===== src/rtl/store_drain_unit.sv =====
// Purpose : drains retired stores from the store_buffer head to the dcache write port, in order, one at a time.
// Latency : a store retired in cycle N is popped in N+1 and requested in N+2; at most one store per 2 cycles.
// Backpressure: data_req and data_* are held while data_addr_ok=0; no further pop until data_data_ok retires the write.
//
// Ports:
//   clk, resetn            clock and asynchronous active-low reset
//   rob_commit_store       per retire slot: a store retires this cycle
//   commit_store_valid     pop strobe to the store_buffer head (combinational from registers)
//   commit_store_*         head entry fields, sampled on the pop
//   data_req/data_wr       dcache write request (data_wr mirrors data_req)
//   data_size/addr/wstrb/wdata  registered request fields
//   data_addr_ok           dcache accepted the request
//   data_data_ok           dcache completed the write
//   pending_cnt            retired stores still sitting in the store_buffer
//   store_drained          nothing pending and no write in flight
module store_drain_unit #(
  parameter int STORE_GROUP  = 16,
  parameter int COMMIT_WIDTH = 2,
  parameter int CNT_W        = $clog2(STORE_GROUP + 1)
) (
  input  logic                    clk,
  input  logic                    resetn,
  input  logic [COMMIT_WIDTH-1:0] rob_commit_store,
  output logic                    commit_store_valid,
  input  logic [3:0]              commit_store_wstrb,
  input  logic [2:0]              commit_store_size,
  input  logic [31:0]             commit_store_addr,
  input  logic [31:0]             commit_store_data,
  output logic                    data_req,
  output logic                    data_wr,
  output logic [2:0]              data_size,
  output logic [31:0]             data_addr,
  output logic [3:0]              data_wstrb,
  output logic [31:0]             data_wdata,
  input  logic                    data_addr_ok,
  input  logic                    data_data_ok,
  output logic [CNT_W-1:0]        pending_cnt,
  output logic                    store_drained
);

  localparam logic [1:0] S_IDLE = 2'd0;
  localparam logic [1:0] S_REQ  = 2'd1;
  localparam logic [1:0] S_WAIT = 2'd2;

  localparam logic [CNT_W:0] MAX_PENDING = (CNT_W + 1)'(STORE_GROUP);

  logic [1:0]       state_q, state_d;
  logic [CNT_W-1:0] pending_q, pending_d;
  logic [2:0]       size_q, size_d;
  logic [31:0]      addr_q, addr_d;
  logic [3:0]       wstrb_q, wstrb_d;
  logic [31:0]      wdata_q, wdata_d;

  logic             pop;
  logic [CNT_W:0]   retire_cnt;
  logic [CNT_W:0]   pending_sum;

  // Pop decision looks only at the registered count, so a store retired this
  // cycle is never popped in the same cycle it retires.
  assign pop = (state_q == S_IDLE) && (pending_q != '0);

  // Number of retire slots carrying a store this cycle.
  always_comb begin
    retire_cnt = '0;
    for (int i = 0; i < COMMIT_WIDTH; i++) begin
      retire_cnt = retire_cnt + {{CNT_W{1'b0}}, rob_commit_store[i]};
    end
  end

  // One bit wider than the counter so an overflow is visible to the check
  // below instead of silently wrapping. The ROB bounds the sum, so there is
  // no saturation here.
  assign pending_sum = {1'b0, pending_q} + retire_cnt - {{CNT_W{1'b0}}, pop};
  assign pending_d   = pending_sum[CNT_W-1:0];

  always_comb begin
    state_d = state_q;
    case (state_q)
      S_IDLE: begin
        if (pop) begin
          state_d = S_REQ;
        end
      end
      S_REQ: begin
        // Accept and completion in the same cycle skip WAIT entirely.
        if (data_addr_ok) begin
          state_d = data_data_ok ? S_IDLE : S_WAIT;
        end
      end
      S_WAIT: begin
        if (data_data_ok) begin
          state_d = S_IDLE;
        end
      end
      default: state_d = S_IDLE;
    endcase
  end

  // Request fields are captured only on a pop, which guarantees they stay
  // stable through REQ and WAIT until the next store is taken.
  always_comb begin
    size_d  = size_q;
    addr_d  = addr_q;
    wstrb_d = wstrb_q;
    wdata_d = wdata_q;
    if (pop) begin
      size_d  = commit_store_size;
      addr_d  = commit_store_addr;
      wstrb_d = commit_store_wstrb;
      wdata_d = commit_store_data;
    end
  end

  // Reset abandons any in-flight write; the dcache is reset alongside.
  always_ff @(posedge clk or negedge resetn) begin
    if (!resetn) begin
      state_q   <= S_IDLE;
      pending_q <= '0;
      size_q    <= '0;
      addr_q    <= '0;
      wstrb_q   <= '0;
      wdata_q   <= '0;
    end else begin
      state_q   <= state_d;
      pending_q <= pending_d;
      size_q    <= size_d;
      addr_q    <= addr_d;
      wstrb_q   <= wstrb_d;
      wdata_q   <= wdata_d;
    end
  end

  assign commit_store_valid = pop;
  assign data_req           = (state_q == S_REQ);
  assign data_wr            = data_req;
  assign data_size          = size_q;
  assign data_addr          = addr_q;
  assign data_wstrb         = wstrb_q;
  assign data_wdata         = wdata_q;
  assign pending_cnt        = pending_q;
  assign store_drained      = (state_q == S_IDLE) && (pending_q == '0);

  // The store_buffer can never hold more retired stores than its depth.
  a_pending_no_overflow: assert property (
    @(posedge clk) disable iff (!resetn) pending_sum <= MAX_PENDING
  );

  // Only the three encoded states are ever reachable.
  a_state_legal: assert property (
    @(posedge clk) disable iff (!resetn) state_q != 2'd3
  );

  // A request that has not been accepted keeps its fields unchanged.
  a_req_stable: assert property (
    @(posedge clk) disable iff (!resetn)
      (state_q == S_REQ && !data_addr_ok) |=>
        (state_q == S_REQ) && $stable({size_q, addr_q, wstrb_q, wdata_q})
  );

endmodule


===== config.mk =====
export PLATFORM = sky130hd
export DESIGN_NAME = store_drain_unit
export DESIGN_NICKNAME = d
export VERILOG_FILES = /design/src/rtl/store_drain_unit.sv
export SDC_FILE = /design/constraint.sdc
export NUM_CORES = 1
export LEC_CHECK = 0
export CAP_MARGIN = 10
export CELL_PAD_IN_SITES_DETAIL_PLACEMENT = 0
export CELL_PAD_IN_SITES_GLOBAL_PLACEMENT = 2
export CORE_ASPECT_RATIO = 0.5
export CORE_MARGIN = 8
export CORE_UTILIZATION = 29
export CTS_CLUSTER_SIZE = 20
export DETAILED_ROUTE_END_ITERATION = 7
export HOLD_SLACK_MARGIN = 0.03
export PLACE_DENSITY = 0.86
export SETUP_SLACK_MARGIN = 0.05
export SLEW_MARGIN = 30
export SYNTH_ARGS = -nofsm -noshare
export SYNTH_HDL_FRONTEND = slang
export SYNTH_SLANG_ARGS = --single-unit
export TNS_END_PERCENT = 5

===== constraint.sdc =====
create_clock -name clk -period 5.28 [get_ports clk]
set_input_delay 1.584 -clock clk [delete_from_list [all_inputs] [get_ports clk]]
set_output_delay 1.584 -clock clk [all_outputs]
set_load 0.05 [all_outputs]

; After elaboration in Yosys (flattened, before gate mapping)
; Cells that the tools add are included.
[op_classes]
add_sub_neg = 3
n_eq_ne = 5
muxes = 5
n_reduce_logical = 6
[op_table]
columns = cell, count
row1 = $mux W2, 4
row2 = $pmux W2 S3, 1
row3 = $add A5 B2 Y5, 1
row4 = $logic_not A5 Y1, 1
row5 = $reduce_bool A5 Y1, 1
row6 = $sub A5 B1 Y5, 1
row7 = $ne A2 B2 Y1 const B, 2
row8 = $reduce_and A3 Y1, 1
row9 = $add A1 B1 Y2, 1
row10 = $eq A2 B1 Y1 const B, 1
row11 = $eq A2 B2 Y1 const B, 1
row12 = $logic_and A1 B1 Y1, 2
row13 = $logic_not A2 Y1, 1
row14 = $ne A2 B1 Y1 const B, 1
[totals]
reg_bits = 78
input_bits = 77
output_inout_bits = 80
elab_cells = 25

; Logic depth before layout (Yosys ltp)
[depth]
depth_word = 4
ltp_mapped = 13
depth_no_buf = 12

; Worst setup path after synthesis
; OpenSTA, ideal clock, no wires.
[synth_timing]
path_kind = register to output
start = register pending_q[3], in the netlist pending_cnt[3]
end = output store_drained
arrival_ns = 2.406
required_time_ns = 3.696
setup_slack_ns = 1.290
path_stages_with_launch = 5
path_buffers = 0
path_cell_list = dfrtp_1 -> inv_1 -> ha_1 -> or4b_4 -> nor3_1
[synth_via]
elab_chain_len = 2
[synth_lines]
columns = element, line
row1 = start: declaration, 48  ; logic [CNT_W-1:0] pending_q, pending_d;
row2 = start signal: assignment, 125  ; pending_q <= pending_d;
row3 = $logic_not A5 Y1, 141  ; assign store_drained = (state_q == S_IDLE) && (pending_q == '0);
row4 = $logic_and A1 B1 Y1, 141
row5 = end: declaration, 38  ; output logic store_drained
; Every way passes these cells.

; Worst setup path after layout
; Ends and elaborated chain as after synthesis.

==> summary.txt <==
Status
  • Outcome: complete, no violations

Global routing
  • Total grt overflow: 0
  • Largest net degree at the start of global routing: 79
  • Initial antenna violation count: 0
  • First-pass GRT wire length: 14.7 mm
  • Gr usage total: 12.2%
  • Vias in the first global route: 2383

Clock tree
  • Clk slew on worst S/H paths: 0.06 ns
  • TritonCTS buffer count: 9
  • CTS Sinks: 78
  • Post_cts resized: 0
  • Worst-Skew Late Latency: 0.33 ns
  • H-Tree Depth: 3
  • Clock root buffer: clkbuf_16
  • Setup Buffers After CTS: 0
  • Clk buf depth: 2
  • TritonCTS clock tree: built
  • Hold-fix buffers at CTS: 0

Setup path
  • FF-to-FF End: pending_cnt[4]$_DFF_PN0_
  • CP Launch Point: pending_cnt[3]$_DFF_PN0_
  • Critical Path RT: 3.70 ns
  • CP endpoint kind: output port
  • Crit Path Class: reg2out
  • CP arrival: 2.49 ns
  • CP Launch Type: flop
  • FF-to-FF Start: pending_cnt[3]$_DFF_PN0_
  • Crit path max fanout: 3
  • R2R Setup Slk: 2.54 ns
  • Cells on worst reg2reg path: 12
  • CP Capture Point: store_drained

Yosys
  • Post-synth net total: 277
  • Avg Cell Area, Syn: 17.8 um^2
  • Synth area leader: dfrtp_1
  • Post-synthesis sequential area ratio: 56.9%
  • Distinct cell type count after synthesis: 22
  • Cell area after synthesis: 3430 um^2
  • #FFs+latches synth: 78
  • Post-synth top area share: 56.9%
  • Top post-synthesis cells by area: dfrtp_1 (57%), mux2_4 (30%), buf_12 (4.1%), ha_1 (1.8%), fa_1 (1.2%)
  • Post-Synthesis Cells: 193
  • Synthesis Warnings: 0

Floorplan
  • Die Area: 15800 um^2
  • Die height: 92.9 um
  • Initial core utilization: 29.4%
  • # rows: 28
  • Top-Level Pins: 157
  • Width of the die: 170 um
  • Core area: 11700 um^2

Timing
  • Slew headroom: 41.9%
  • Worst Skew: 0.00396 ns
  • Setup violators final: 0
  • RSZ-0062 raised after global routing: no
  • Final WS setup: 1.21 ns
  • Final Slew Violations: 0
  • Fmax: 0.246 GHz
  • Hold Vio Cnt, Final: 0
  • Setup TNS: 0 ns
  • Tcrit/Tclk final: 77.1%
  • Slew @ Worst Pin: 0.871 ns
  • Min Tclk post-route: 4.07 ns

Final layout
  • Highest-count cells in the layout ignoring fill and taps: clkdlybuf4s50_1 (155), dfrtp_1 (78), mux2_4 (68)
  • Ant. Diodes: 0
  • Final net count: 437
  • Layout area overhead: 56.4%
  • Share of cells above drive strength 1: 24.6%
  • Most common cell after layout, fill and taps aside: clkdlybuf4s50_1
  • Post-Route Utilization: 46.0%

Drt
  • DRC viols: 0
  • DRT met1 WL: 3.78 mm
  • Iteration-0 DRC Markers: 121
  • Routed wire length per instance: 18.2 um
  • Via Count: 2113
  • Vias per cell: 4.04
  • DR top layer: met4
  • Routed wl met3: 224 um
  • Wire length on met2: 5.45 mm
  • Antenna-violating nets left: 0
  • DRT Wirelength: 9.54 mm
  • Pre-antenna DRT Iters: 4

Flow run
  • Max-cap violation count: 0

Place
  • Worst slack, placed: 1.55 ns
  • Final HPWL DP: 7.44 mm
  • Routability-driven placement congestion ratio: 0.699
  • # port buffers: 156

Worst hold path
  • Hold Path Class: reg2reg
## cell families after synthesis
logic type | count (synthesis) | synth area share (%)
and+or+nand+nor | 8 | 1.82
DFF | 78 | 56.9
buffers and inverters | 19 | 5.51
xor gates and xnor gates | 4 | 1.02
muxes | 71 | 30.8
adders and majority gates | 7 | 2.99
AOI/OAI and AO/OA | 6 | 0.949
## metrics by stage
stage          std cells  hold slack (ns)  area [um^2]
6_report             523            0.494         5360
4_1_cts              523            0.499         5360
3_5_place_dp         507            0.486         5060
3_3_place_gp         507            0.484         5050
2_1_floorplan        193            0.558         3430
5_1_grt              523            0.520         5360
## worst max-delay path, stage by stage, from the launching register on
cell and delay, ns:
dfrtp_1 0.40, inv_1 0.09, ha_1 0.13, or4b_4 0.50
nor3_1 0.17, clkdlybuf4s50_1 0.86
## registers in the layout (all words and copies together), names as in the netlist
| register | cells |
|---|---|
| data_addr | 32 |
| data_size | 3 |
| data_wdata | 32 |
| data_wstrb | 4 |
| pending_cnt | 5 |
| state_q | 2 |
## cells in the mapped netlist, drive strengths merged
| library cell | count |
|---|---|
| dfrtp | 78 |
| mux2 | 71 |
| inv | 11 |
| buf | 8 |
| ha | 5 |
| a21oi | 3 |
| fa | 2 |
| nand2 | 2 |
| nor2 | 2 |
| o21ai | 2 |
| xnor2 | 2 |
| xor2 | 2 |
| nand2b | 1 |
| nor2b | 1 |
| nor3 | 1 |
| o21bai | 1 |
| or4b | 1 |
## worst min path at each step
| stage | cells past startpoint | startpoint | to |
|---|---|---|---|
| final | 1 | data_addr[24]$_DFFE_PN0P_ | data_addr[24]$_DFFE_PN0P_ |
| after global placement | 1 | data_addr[22]$_DFFE_PN0P_ | data_addr[22]$_DFFE_PN0P_ |
| after detailed placement | 1 | data_addr[24]$_DFFE_PN0P_ | data_addr[24]$_DFFE_PN0P_ |
| after global routing | 1 | data_addr[22]$_DFFE_PN0P_ | data_addr[22]$_DFFE_PN0P_ |
| after CTS | 1 | data_addr[24]$_DFFE_PN0P_ | data_addr[24]$_DFFE_PN0P_ |
| after floorplan | 2 | state_q[1]$_DFFE_PN0P_ | state_q[0]$_DFFE_PN0P_ |
## area by class of cell
class | count | area [um^2]
clock inverters | 4 | 45.0
flip-flops and latches | 78 | 1950
repair buffers | 157 | 1570
multi-input cells | 96 | 1290
fillers | 1051 | 6300
inverters | 11 | 41.3
clock buffers | 12 | 256
well taps | 165 | 206
## routing by layer
layer / vias up / GRT usage (%)
met1: 1097 / 13.8
met2: 30 / 22.8
li1: 978 / -
met4: 0 / 3.73
met5: - / 0
met3: 8 / 2.55
Power is left out: the tool's default activity adds up to more than one toggle a clock period on the data nets, which glitch-free logic cannot reach.
